--- src/rtl/md_phase_sequencer_pkg.sv ---
// MD_pkg: shared types and defaults for the MD node phase sequencer.
//   md_phase_t          - FSM state encoding, also exported on o_phase
//   DEFAULT_CNT_WIDTH   - default width of the beat counters and beat counts
//   DEFAULT_ITER_WIDTH  - default width of the iteration count and counter
package MD_pkg;

    typedef enum logic [2:0] {
        IDLE       = 3'd0,
        INIT       = 3'd1,
        STEP_START = 3'd2,
        STEP_WAIT  = 3'd3,
        DUMP       = 3'd4,
        DONE       = 3'd5
    } md_phase_t;

    localparam int DEFAULT_CNT_WIDTH  = 16;
    localparam int DEFAULT_ITER_WIDTH = 16;

endpackage

--- src/rtl/md_phase_sequencer_sat_beat_counter.sv ---
// sat_beat_counter: saturating up-counter with synchronous clear and a
// look-ahead compare against a target.
//   clk, rst    - clock, synchronous active-high reset
//   clr         - clear the count to zero (wins over inc)
//   inc         - count one event this cycle
//   target      - value compared against the next count
//   count       - current count
//   next_match  - high when the value the count takes next equals target
module sat_beat_counter #(
    parameter int WIDTH = 16
) (
    input  logic             clk,
    input  logic             rst,
    input  logic             clr,
    input  logic             inc,
    input  logic [WIDTH-1:0] target,
    output logic [WIDTH-1:0] count,
    output logic             next_match
);

    logic [WIDTH-1:0] count_next;

    // Sticks at all-ones instead of wrapping back to zero.
    assign count_next = (inc && (count != {WIDTH{1'b1}})) ? count + WIDTH'(1) : count;
    assign next_match = (count_next == target);

    always_ff @(posedge clk) begin
        if (rst || clr) begin
            count <= '0;
        end else begin
            count <= count_next;
        end
    end

endmodule

--- src/rtl/md_phase_sequencer.sv ---
// md_phase_sequencer: run-phase controller for one MD node kernel.
// Sequences position init (host + network), N force/motion iterations
// handshaked with compute, then force dump to host.
//   clk, rst                  - clock, synchronous active-high reset
//   i_start / i_abort         - run request (IDLE only) / return to IDLE
//   i_node_ID, i_num_*        - run configuration, latched at start
//   i_h2k_tvalid/tlast        - host stream monitor (end of host data)
//   i_k2pc_tvalid             - beat written to the position caches
//   i_k2h_tvalid              - beat forwarded to host
//   i_step_done               - compute finished an iteration
//   o_init_start/o_dump_start - dispatcher enables
//   o_init_ID                 - latched node ID
//   o_step_start              - one-cycle iteration start pulse
//   o_phase, o_iter_cnt       - current state, completed iterations
//   o_busy, o_done            - not idle, one-cycle completion pulse
module md_phase_sequencer
    import MD_pkg::*;
#(
    parameter int CNT_WIDTH  = DEFAULT_CNT_WIDTH,
    parameter int ITER_WIDTH = DEFAULT_ITER_WIDTH
) (
    input  logic                  clk,
    input  logic                  rst,
    input  logic                  i_start,
    input  logic                  i_abort,
    input  logic [15:0]           i_node_ID,
    input  logic [CNT_WIDTH-1:0]  i_num_pos_beats,
    input  logic [ITER_WIDTH-1:0] i_num_iters,
    input  logic [CNT_WIDTH-1:0]  i_num_dump_beats,
    input  logic                  i_h2k_tvalid,
    input  logic                  i_h2k_tlast,
    input  logic                  i_k2pc_tvalid,
    input  logic                  i_k2h_tvalid,
    input  logic                  i_step_done,
    output logic                  o_init_start,
    output logic                  o_dump_start,
    output logic [15:0]           o_init_ID,
    output logic                  o_step_start,
    output logic [2:0]            o_phase,
    output logic [ITER_WIDTH-1:0] o_iter_cnt,
    output logic                  o_busy,
    output logic                  o_done
);

    md_phase_t             state;
    logic [CNT_WIDTH-1:0]  num_pos;
    logic [ITER_WIDTH-1:0] num_iters;
    logic [CNT_WIDTH-1:0]  num_dump;
    logic                  host_fin;

    logic [CNT_WIDTH-1:0]  pos_cnt;
    logic [CNT_WIDTH-1:0]  dump_cnt;
    logic                  pos_match, iter_match, dump_match;
    logic                  cnt_clr, pos_inc, iter_inc, dump_inc;
    logic                  host_last, init_exit;

    // Counting only happens in the owning state and stops once the count
    // has reached its target, so late strobes cannot overshoot the exit
    // compare. An abort freezes all counters.
    assign cnt_clr   = (state == IDLE) && i_start && !i_abort;
    assign pos_inc   = (state == INIT) && i_k2pc_tvalid && !i_abort && (pos_cnt != num_pos);
    assign iter_inc  = (state == STEP_WAIT) && i_step_done && !i_abort && (o_iter_cnt != num_iters);
    assign dump_inc  = (state == DUMP) && i_k2h_tvalid && !i_abort && (dump_cnt != num_dump);

    assign host_last = i_h2k_tvalid && i_h2k_tlast;
    assign init_exit = (host_fin || host_last) && pos_match;

    sat_beat_counter #(.WIDTH(CNT_WIDTH)) u_pos_cnt (
        .clk(clk), .rst(rst), .clr(cnt_clr), .inc(pos_inc),
        .target(num_pos), .count(pos_cnt), .next_match(pos_match)
    );

    sat_beat_counter #(.WIDTH(ITER_WIDTH)) u_iter_cnt (
        .clk(clk), .rst(rst), .clr(cnt_clr), .inc(iter_inc),
        .target(num_iters), .count(o_iter_cnt), .next_match(iter_match)
    );

    sat_beat_counter #(.WIDTH(CNT_WIDTH)) u_dump_cnt (
        .clk(clk), .rst(rst), .clr(cnt_clr), .inc(dump_inc),
        .target(num_dump), .count(dump_cnt), .next_match(dump_match)
    );

    assign o_phase = state;

    always_ff @(posedge clk) begin
        if (rst) begin
            state        <= IDLE;
            num_pos      <= '0;
            num_iters    <= '0;
            num_dump     <= '0;
            host_fin     <= 1'b0;
            o_init_ID    <= '0;
            o_init_start <= 1'b0;
            o_dump_start <= 1'b0;
            o_step_start <= 1'b0;
            o_busy       <= 1'b0;
            o_done       <= 1'b0;
        end else if (i_abort) begin
            // Config, host_fin and counters are deliberately kept.
            state        <= IDLE;
            o_init_start <= 1'b0;
            o_dump_start <= 1'b0;
            o_step_start <= 1'b0;
            o_busy       <= 1'b0;
            o_done       <= 1'b0;
        end else begin
            case (state)
                IDLE: begin
                    if (i_start) begin
                        num_pos      <= i_num_pos_beats;
                        num_iters    <= i_num_iters;
                        num_dump     <= i_num_dump_beats;
                        o_init_ID    <= i_node_ID;
                        host_fin     <= 1'b0;
                        state        <= INIT;
                        o_init_start <= 1'b1;
                        o_busy       <= 1'b1;
                    end
                end
                INIT: begin
                    if (host_last) begin
                        host_fin <= 1'b1;
                    end
                    if (init_exit) begin
                        o_init_start <= 1'b0;
                        if (num_iters != '0) begin
                            state        <= STEP_START;
                            o_step_start <= 1'b1;
                        end else if (num_dump != '0) begin
                            state        <= DUMP;
                            o_dump_start <= 1'b1;
                        end else begin
                            state <= DONE;
                        end
                    end
                end
                STEP_START: begin
                    // Entered from INIT with the pulse already raised; entered
                    // from STEP_WAIT with it low, so it rises one cycle later.
                    if (o_step_start) begin
                        o_step_start <= 1'b0;
                        state        <= STEP_WAIT;
                    end else begin
                        o_step_start <= 1'b1;
                    end
                end
                STEP_WAIT: begin
                    if (i_step_done) begin
                        if (!iter_match) begin
                            state <= STEP_START;
                        end else if (num_dump != '0) begin
                            state        <= DUMP;
                            o_dump_start <= 1'b1;
                        end else begin
                            state <= DONE;
                        end
                    end
                end
                DUMP: begin
                    if (dump_match) begin
                        o_dump_start <= 1'b0;
                        state        <= DONE;
                    end
                end
                DONE: begin
                    // First cycle raises o_done, second returns to IDLE.
                    if (!o_done) begin
                        o_done <= 1'b1;
                    end else begin
                        o_done <= 1'b0;
                        o_busy <= 1'b0;
                        state  <= IDLE;
                    end
                end
                default: begin
                    state        <= IDLE;
                    o_init_start <= 1'b0;
                    o_dump_start <= 1'b0;
                    o_step_start <= 1'b0;
                    o_busy       <= 1'b0;
                    o_done       <= 1'b0;
                end
            endcase
        end
    end

endmodule

--- config.mk ---
export PLATFORM = sky130hd
export DESIGN_NAME = md_phase_sequencer
export DESIGN_NICKNAME = d
export VERILOG_FILES = /design/src/rtl/md_phase_sequencer_pkg.sv /design/src/rtl/md_phase_sequencer_sat_beat_counter.sv /design/src/rtl/md_phase_sequencer.sv
export SDC_FILE = /design/constraint.sdc
export NUM_CORES = 1
export LEC_CHECK = 0
export ABC_AREA = 1
export BUFFER_PORTS_ARGS = -buffer_cell sky130_fd_sc_hd__buf_2
export CAP_MARGIN = 10
export CELL_PAD_IN_SITES_DETAIL_PLACEMENT = 1
export CELL_PAD_IN_SITES_GLOBAL_PLACEMENT = 1
export CORE_ASPECT_RATIO = 1.25
export CORE_MARGIN = 5
export CORE_UTILIZATION = 40
export CTS_CLUSTER_SIZE = 20
export DETAILED_ROUTE_END_ITERATION = 16
export GPL_TIMING_DRIVEN = 0
export HOLD_SLACK_MARGIN = 0.12
export PLACE_DENSITY_LB_ADDON = 0.1
export SYNTH_ARGS = -nofsm -noshare
export SYNTH_HDL_FRONTEND = slang
export SYNTH_SLANG_ARGS = --single-unit
--- constraint.sdc ---
create_clock -name clk -period 2.9 [get_ports clk]
set_clock_uncertainty 0.2 [all_clocks]
set_input_delay 0.145 -clock clk [delete_from_list [all_inputs] [get_ports clk]]
set_output_delay 0.145 -clock clk [all_outputs]
set_load 0.1 [all_outputs]
==> results of run 1 <==
state kept, by name, indices dropped and copies added (netlist names), 3 cells and up:
register	count
num_dump	16
num_iters	16
num_pos	16
o_init_ID	16
o_phase	3
u_dump_cnt.count	16
u_iter_cnt.count	16
u_pos_cnt.count	16
stage by stage:
stage | TNS, ns | setup WS, ns | power, W
global route | -5.06 | -0.267 | 0.00635
floorplan | 0 | 0.00341 | 0.00297
CTS | 0 | 0.00474 | 0.00585
finish | -0.254 | -0.113 | 0.00609
global placement | -6.37 | -0.447 | 0.00336
detailed placement | -9.28 | -0.483 | 0.00339
per-layer routing:
layer  share of wire, %  track usage, %  vias to the layer above
li1                   -               -                     4456
met1                 38            29.2                     4664
met2                 52            51.3                      360
met3                4.2            4.99                      132
met4                5.0            12.4                        0
met5                  0               0                        -
worst min-delay path: stages:
cell     delay [ns]
buf_2          0.11
nand2_1        0.08
nor2_2         0.06
nand3_4        0.16
inv_2          0.11
nand3_1        0.09
a21oi_1        0.06
layout make-up:
type,instances,area share [%]
tap,232,2.68
buffer,36,2.31
clock inverter,13,1.63
sequential,121,23.5
multi-input combinational,941,44.8
antenna,4,0.0924
clock buffer,19,4.28
timing repair buffer,231,15.7
inverter,143,5.02
timing repair:
action | CTS | global route
endpoints found under the setup margin | 85 | 85
endpoints found under the hold margin | 82 | 0
cloned | 0 | 8
gates resized for setup | 25 | 221
pin swaps | 4 | 68
buffers inserted | 7 | 34
hold buffers | 71 | 0
final timing paths:
path / slack [ns] / depth (start not counted) / end / startpoint
max: -0.11 / 18 / o_phase[2] / u_dump_cnt.count[6]
min: 0.22 / 7 / u_dump_cnt.count[11] / i_k2h_tvalid
max reg2reg: -0.11 / 18 / o_phase[2] / u_dump_cnt.count[6]
min reg2reg: 0.28 / 2 / num_dump[0] / num_dump[0]
synthesized netlist by cell type, drive strengths merged (4+ instances only):
library cell	n
nor3	17
nand2	385
inv	143
nand3	61
nor4	4
xor2	38
xnor2	11
clkbuf	24
a21oi	67
nor2	213
dfxtp	121
o21ai	84
buf	14
nand4	50
power by group:
| part | switching [W] | internal (W) | total, W | leakage (nW) |
|---|---|---|---|---|
| registers | 0.000122 | 0.00178 | 0.00190 | 1.02 |
| logic | 0.00127 | 0.000549 | 0.00181 | 3.58 |
| clock network | 0.000922 | 0.00145 | 0.00237 | 0.312 |
| total | 0.00231 | 0.00378 | 0.00609 | 4.91 |
cell families after synthesis:
logic type / after synthesis / share of synthesized area, %
flip-flops: 121 / 32.2
AO/OA/AOI/OAI: 154 / 10.3
AND/OR/NAND/NOR: 734 / 41.7
adder cells (fa/ha/maj): 3 / 0.499
XOR/XNOR: 49 / 5.80
buffers and inverters: 181 / 9.52
==> impl_metrics.ini, run 1 <==
[floorplanning]
die_y_um = 163
core-area_mm2 = 0.0186
initial_core_util_pct = 40.4
die_area_mm2 = 0.0217
io_pins = 113
die_w_um = 133
rows = 56

[clock_network]
clk_pin_slew_ns = 0.07
cts_tree = built
root_buffer = clkbuf_16
htree_levels = 4
clk_path_buf_depth = 2
clock-sinks = 121
cts_buffers = 17
clk_latency_ns = 0.43

[global_routing]
grt_pass1_vias = 9346
antenna_found_initial = 1
grt_usage_pct = 27.1
overflow = 0
grt_pass1_wl_um = 46800
grt_max_degree = 17

[layout]
drive_gt1_share_pct = 28.3
ff_latch_area_mm2 = 0.00255
final_cell_mix = nand2_1, nor2_1, inv_1
fin_cells = 1740
fillCellCount = 2482
final_area_mm2 = 0.0108
area_growth_pct = 44.0
final_common_cell = nand2_1
multi_input_area_mm2 = 0.00485
final_nets = 1567
fin_util_pct = 58.1

[critical_path]
slowest_delay_ns = 0.40
critPathMaxFanout = 5
arrival_ns = 3.14
cp_slowest_cell = dfxtp_4
end_kind = flip-flop
path_buf_inv = 1
cp_top_family = simple AND/OR/NAND/NOR gates
required_ns = 3.02
crit_path_frequent_cell = nand2_1
critical_path_class = flip-flop to flip-flop
path_cells = nand2_1 > nor2_1 > nand4_1 > buf_4 > nand4_1 > nand2_1 > nand2_1 > nand2_1 > nor2_1 > nand2_1 > nor2_2 > nand2_2 > nand2_2 > nand2_2 > nor2_4 > nand2_1 > nand2_1 > nor2_1
start_kind = flip-flop

[hold_path]
hold_path_class = primary input to flip-flop

[timing]
rsz0062_at_grt = true
slew_headroom_pct = 52.4
maxSlewViolCount = 0
final.min_clock_period_ns = 3.01
hold_viol_final = 0
worst_slew_pin_slew_ns = 0.714
setup_viol = 4
layout_setup_ws_ns = -0.113
fmax_mhz = 332
finalCritPeriodShare_pct = 104
hold_slack_ns = 0.217

[synth]
synth-edff-count = 0
synth_top_area_share_pct = 32.2
synth_ff_type = dfxtp_1
avgSynthCellArea_um2 = 6.06
synth_seq_area_share_pct = 32.2
synth_top_cell_by_area = dfxtp_1
synth_area_leaders = dfxtp_1, nand2_1, nor2_1, inv_1, o21ai_0
yosysWarnings = 0
ys_ff_latch = 121
synth_cells = 1242
yosysUniqueCellTypes = 34
syn-num-nets = 1318
syn_area_mm2 = 0.00753
async_flop_share_pct = 0

[drt]
drtIter0Drc = 631
drcViolationCount = 0
num_vias = 9612
viasPerCell = 5.52
routed_wl_um = 34400
wl_per_cell_um = 19.7
ant_nets = 0
firstDrtPassIters = 5

[pwr]
p_leak_nw = 4.91
vdd_ir_drop_max_mv = 0.410
powerDensity_mw_per_mm2 = 562

[status]
violations = negative setup slack
status = finished, violations left

[placement]
dpl-instance-area_mm2 = 0.00841
dp_hpwl_um = 20800
gp_congestion = 0.904
port_buffers = 112
place_inst = 1586

[flow_run]
cap_violations = 0
No activity file was read; power rests on OpenSTA's default activity.
==> inputs of run 2 (changes only) <==
--- a/config.mk
+++ b/config.mk
@@ -15,7 +15,6 @@
 export CORE_UTILIZATION = 40
 export CTS_CLUSTER_SIZE = 20
 export DETAILED_ROUTE_END_ITERATION = 16
-export GPL_TIMING_DRIVEN = 0
 export HOLD_SLACK_MARGIN = 0.12
 export PLACE_DENSITY_LB_ADDON = 0.1
 export SYNTH_ARGS = -nofsm -noshare
==> run 2 against run 1 <==
Effect of this change:
- register-to-register slack worse by 0.03 ns
- the run still ends with negative setup slack left
- total power decreased by 2.3%
- wire length down 6.7%
- flip-flop and latch count stayed put
- sequential power about the same
==> impl_metrics.ini, run 2 (same netlist as run 1, synthesis figures left out) <==
[drt]
routed_wl_um = 32000
viasPerCell = 5.32
wl_per_cell_um = 18.5
firstDrtPassIters = 5
drcViolationCount = 0
ant_nets = 0
drtIter0Drc = 618
num_vias = 9207

[layout]
final_nets = 1560
drive_gt1_share_pct = 25.7
area_growth_pct = 40.8
final_cell_mix = nand2_1, nor2_1, inv_1
final_common_cell = nand2_1
fillCellCount = 2525

[hold_path]
hold_path_class = primary input to flip-flop

[critical_path]
path_buf_inv = 1
arrival_ns = 3.18
slowest_delay_ns = 0.37
start_kind = flip-flop
cp_top_family = simple AND/OR/NAND/NOR gates
critical_path_class = flip-flop to flip-flop
critPathMaxFanout = 4
r2r_slack_ns = -0.14
required_ns = 3.04
path_cells = xor2_4 > nor2_2 > nand2_1 > nor2_2 > nand2_2 > nand3_4 > buf_4 > nor2_1 > nand2_1 > nand2_1 > nor2_1 > nand2_1 > nor2_2 > nand2_2 > nand2_2 > nand4_1 > nand2_1 > nand2_1 > nor2_1
cp_slowest_cell = dfxtp_4
end_kind = flip-flop
crit_path_frequent_cell = nand2_1

[clock_network]
clk_pin_slew_ns = 0.07
clk_latency_ns = 0.44
root_buffer = clkbuf_16
htree_levels = 4
cts_buffers = 17
clock-sinks = 121
clk_path_buf_depth = 2
cts_tree = built

[pwr]
p_leak_nw = 4.87
vdd_ir_drop_max_mv = 0.421
power.total_w = 0.00595
powerDensity_mw_per_mm2 = 561

[timing]
layout_setup_ws_ns = -0.139
maxSlewViolCount = 0
worst_slew_pin_slew_ns = 0.772
setup_viol = 3
final.min_clock_period_ns = 3.04
slew_headroom_pct = 48.0
finalCritPeriodShare_pct = 105
finalSetupTns_ns = -0.202
rsz0062_at_grt = true
fmax_mhz = 329
hold_viol_final = 0

[floorplanning]
die_area_mm2 = 0.0217
core-area_mm2 = 0.0186
die_y_um = 163
rows = 56
initial_core_util_pct = 40.4
die_w_um = 133
io_pins = 113

[placement]
dp_hpwl_um = 20300
port_buffers = 112
gp_congestion = 0.954

[global_routing]
grt_pass1_wl_um = 47500
overflow = 0
grt_pass1_vias = 9672
grt_usage_pct = 27.4
antenna_found_initial = 1
grt_max_degree = 82

[status]
status = finished, violations left
violations = negative setup slack

[flow_run]
cap_violations = 0
-- run 2: cell count changes in the layout (fill, tap and decap cells not counted), moves of 7 or more --
cell / delta
nand2_2: -9
nand3_2: -10
clkbuf_2: -7
buf_4: +17
nand2_1: +11
nor2_1: +8
clkbuf_1: -15
nand3_1: +11
dlygate4sd3_1: +11
-- run 2: final timing paths --
path	cells after the start	from	to
worst max register to register	19	num_dump[2]	o_phase[0]
worst min-delay path	7	i_k2h_tvalid	u_dump_cnt.count[11]
worst max-delay path	19	num_dump[2]	o_phase[0]
worst min register to register	2	num_pos[6]	num_pos[6]
-- run 2: final cells by class --
type	instances	area [µm²]	area share (%)
antenna	1	2.50	0.0236
clock buffer	19	464	4.38
clock inverter	13	155	1.46
inverter	143	538	5.07
multi-input combinational	941	4690	44.2
sequential	121	2540	24.0
tap	232	290	2.74
timing repair buffer	260	1920	18.1
-- run 2: power breakdown --
part           internal [W]  switching (W)
clock               0.00136       0.000899
sequential          0.00178       0.000117
combinational      0.000574        0.00122
-- run 2: metal layers --
| layer | up-vias | GRT usage [%] | wire (µm) |
|---|---|---|---|
| li1 | 4419 | - | - |
| met1 | 4394 | 28.8 | 12100 |
| met2 | 280 | 51.9 | 17100 |
| met3 | 114 | 4.10 | 1300 |
| met4 | 0 | 15.2 | 1600 |
| met5 | - | 0 | 0 |
-- run 2: repair_timing --
action / 4_1_cts / 5_1_grt
gates cloned: 0 / 1
pin swaps: 1 / 47
setup buffers: 0 / 16
gates resized for setup: 4 / 148
hold buffers: 82 / 0
endpoints found under the setup margin: 2 / 17
endpoints found under the hold margin: 81 / 0
-- run 2: through the flow --
stage	std cells	setup WS, ns	util, %	hold WS, ns	area [µm²]
floorplan	1242	0.00341	-	0.0799	7550
global placement	1598	0.126	46.2	0.164	8620
detailed placement	1598	0.0475	46.2	0.176	8620
CTS	1712	0.00785	54.1	0.121	10100
global route	1730	-0.213	56.9	0.140	10600
finish	1730	-0.139	56.9	0.0808	10600
-- run 2: worst register-to-register path, delay by kind of cell, from the launching register on --
family / cells / cell delay [ns]
buffers and inverters: 1 / 0.15
xor gates and xnor gates: 1 / 0.19
DFF: 1 / 0.37
and+or+nand+nor: 17 / 2.04
==> inputs of run 3 (changes only) <==
--- a/config.mk
+++ b/config.mk
@@ -17,6 +17,7 @@
 export DETAILED_ROUTE_END_ITERATION = 16
 export HOLD_SLACK_MARGIN = 0.12
 export PLACE_DENSITY_LB_ADDON = 0.1
+export SKIP_LAST_GASP = 1
 export SYNTH_ARGS = -nofsm -noshare
 export SYNTH_HDL_FRONTEND = slang
 export SYNTH_SLANG_ARGS = --single-unit
==> constraint.sdc (replaced) <==
create_clock -name clk -period 2.9 [get_ports clk]
set_clock_uncertainty 0.2 [all_clocks]
set_input_delay 0.145 -clock clk [delete_from_list [all_inputs] [get_ports clk]]
set_output_delay 0.145 -clock clk [all_outputs]
set_load 0.01 [all_outputs]
==> run 3 against run 2 <==
Effect of this change:
- the run still ends with negative setup slack left
- die area did not move
- flip-flop and latch count is the same
- final cell count up 0.98%
- sequential power about the same
- clock power down 2%
- critical path depth unchanged
- fmax increased by 1.3%
- sequential share of layout area fell by 0.74 points
- global-route usage decreased by 1.3 points
- highest routed layer unchanged
==> impl_metrics.ini, run 3 (same netlist as run 1, synthesis figures left out) <==
[floorplanning]
die_area_mm2 = 0.0217
die_w_um = 133
core-area_mm2 = 0.0186
rows = 56
die_y_um = 163
initial_core_util_pct = 40.4
io_pins = 113

[timing]
setup_viol = 4
hold_slack_ns = 0.272
finalSetupTns_ns = -0.163
fmax_mhz = 333
maxSlewViolCount = 0
finalCritPeriodShare_pct = 103
final.min_clock_period_ns = 3.00
slew_headroom_pct = 51.6
layout_setup_ws_ns = -0.101
hold_viol_final = 0
worst_slew_pin_slew_ns = 0.720

[pwr]
vdd_ir_drop_max_mv = 0.445
p_leak_nw = 4.94
power.total_w = 0.00559
powerDensity_mw_per_mm2 = 521

[drt]
firstDrtPassIters = 7
viasPerCell = 5.22
drtIter0Drc = 469
routed_wl_um = 30300
num_vias = 9124
ant_nets = 0
wl_per_cell_um = 17.3
drcViolationCount = 0

[hold_path]
hold_path_class = primary input to flip-flop

[critical_path]
critical_path_class = flip-flop to flip-flop
required_ns = 3.03
end_kind = flip-flop
critPathMaxFanout = 8
arrival_ns = 3.13
start_kind = flip-flop

[global_routing]
antenna_found_initial = 1
grt_usage_pct = 26.1
grt_pass1_vias = 9520
overflow = 0
grt_pass1_wl_um = 46000
grt_max_degree = 62

[placement]
port_buffers = 112
gp_congestion = 0.873
dp_hpwl_um = 19600
pre_cts_ws_ns = -0.127

[clock_network]
clk_latency_ns = 0.43
root_buffer = clkbuf_16
clock-sinks = 121
clk_pin_slew_ns = 0.06
cts_tree = built
htree_levels = 4
clk_path_buf_depth = 2
cts_buffers = 17

[layout]
multi_input_area_mm2 = 0.00468
drive_gt1_share_pct = 24.7
final_cell_mix = nand2_1, nor2_1, inv_1
fin_util_pct = 57.5
final_common_cell = nand2_1
area_growth_pct = 42.5
final_nets = 1578
ff_latch_area_mm2 = 0.00249
fillCellCount = 2511

[status]
status = finished, violations left
violations = negative setup slack

[flow_run]
cap_violations = 0
==> run 3: cell types whose count changed in the layout (fill, tap and decap cells not counted), moves of 4 or more <==
cell           delta
nand2_2           -4
nor3_1            -4
inv_1             +5
dfxtp_1          +18
inv_2             -5
dfxtp_4          -11
buf_6            +10
dlygate4sd3_1     +5
dfxtp_2           -7
clkinvlp_4        +5
nor3_2            +4
==> run 3: worst paths after layout <==
path	slack (ns)	start	depth (start not counted)	to
setup / recovery	-0.10	u_pos_cnt.count[1]	19	o_dump_start
hold / removal	0.27	i_node_ID[3]	4	o_init_ID[3]
setup reg to reg	-0.10	u_pos_cnt.count[1]	19	o_dump_start
hold reg to reg	0.27	num_pos[6]	2	num_pos[6]
==> run 3: worst max-delay path: stages, from the launching register on <==
cell and delay [ns]:
dfxtp_4 0.39, ha_4 0.14, nand2_2 0.07, inv_1 0.07, nand2_2 0.10, nor2_4 0.16, nand4_4 0.24, buf_6 0.21
nand4_1 0.12, nand2_1 0.10, nor2_1 0.15, nand2_1 0.10, nor2_2 0.15, nand3_2 0.14, nand2_4 0.12, nand2_1 0.07
nor2_2 0.16, nand3_1 0.10, nand2_1 0.08, nor2_1 0.04
==> run 3: routing by layer <==
layer	GRT usage (%)	vias to the layer above	share of wire (%)	routed length (µm)
li1	-	4460	-	-
met1	29.1	4393	41	12400
met2	49.4	202	53	16100
met3	4.56	69	3.2	982
met4	9.26	0	2.7	808
met5	0	-	0	0
==> run 3: timing repair <==
action                                 4_1_cts  5_1_grt
endpoints found under the hold margin       82        0
buffers inserted                             2       17
setup endpoints to repair                    4       20
gates resized for setup                      6      142
hold buffers                                87        0
pin swaps                                    1       35
cloned                                       0        2
==> run 3: stage by stage <==
stage / cells / instance area [µm²]
6_report: 1747 / 10700
5_1_grt: 1747 / 10700
4_1_cts: 1727 / 10200
3_5_place_dp: 1607 / 8670
3_3_place_gp: 1607 / 8670
2_1_floorplan: 1242 / 7530
==> run 3: where the power goes <==
part | switching (W) | total, W | internal (W)
clock network | 0.000864 | 0.00221 | 0.00135
logic | 0.000917 | 0.00149 | 0.000570
registers | 0.000106 | 0.00189 | 0.00179
total | 0.00189 | 0.00559 | 0.00371
==> run 3: cell type report <==
| class | count | area share (%) |
|---|---|---|
| clock inverter | 14 | 1.63 |
| clock buffer | 17 | 3.97 |
| timing repair buffer | 278 | 19.8 |
| antenna | 1 | 0.0233 |
| tap | 232 | 2.71 |
| multi-input combinational | 941 | 43.6 |
| sequential | 121 | 23.2 |
| inverter | 143 | 5.02 |
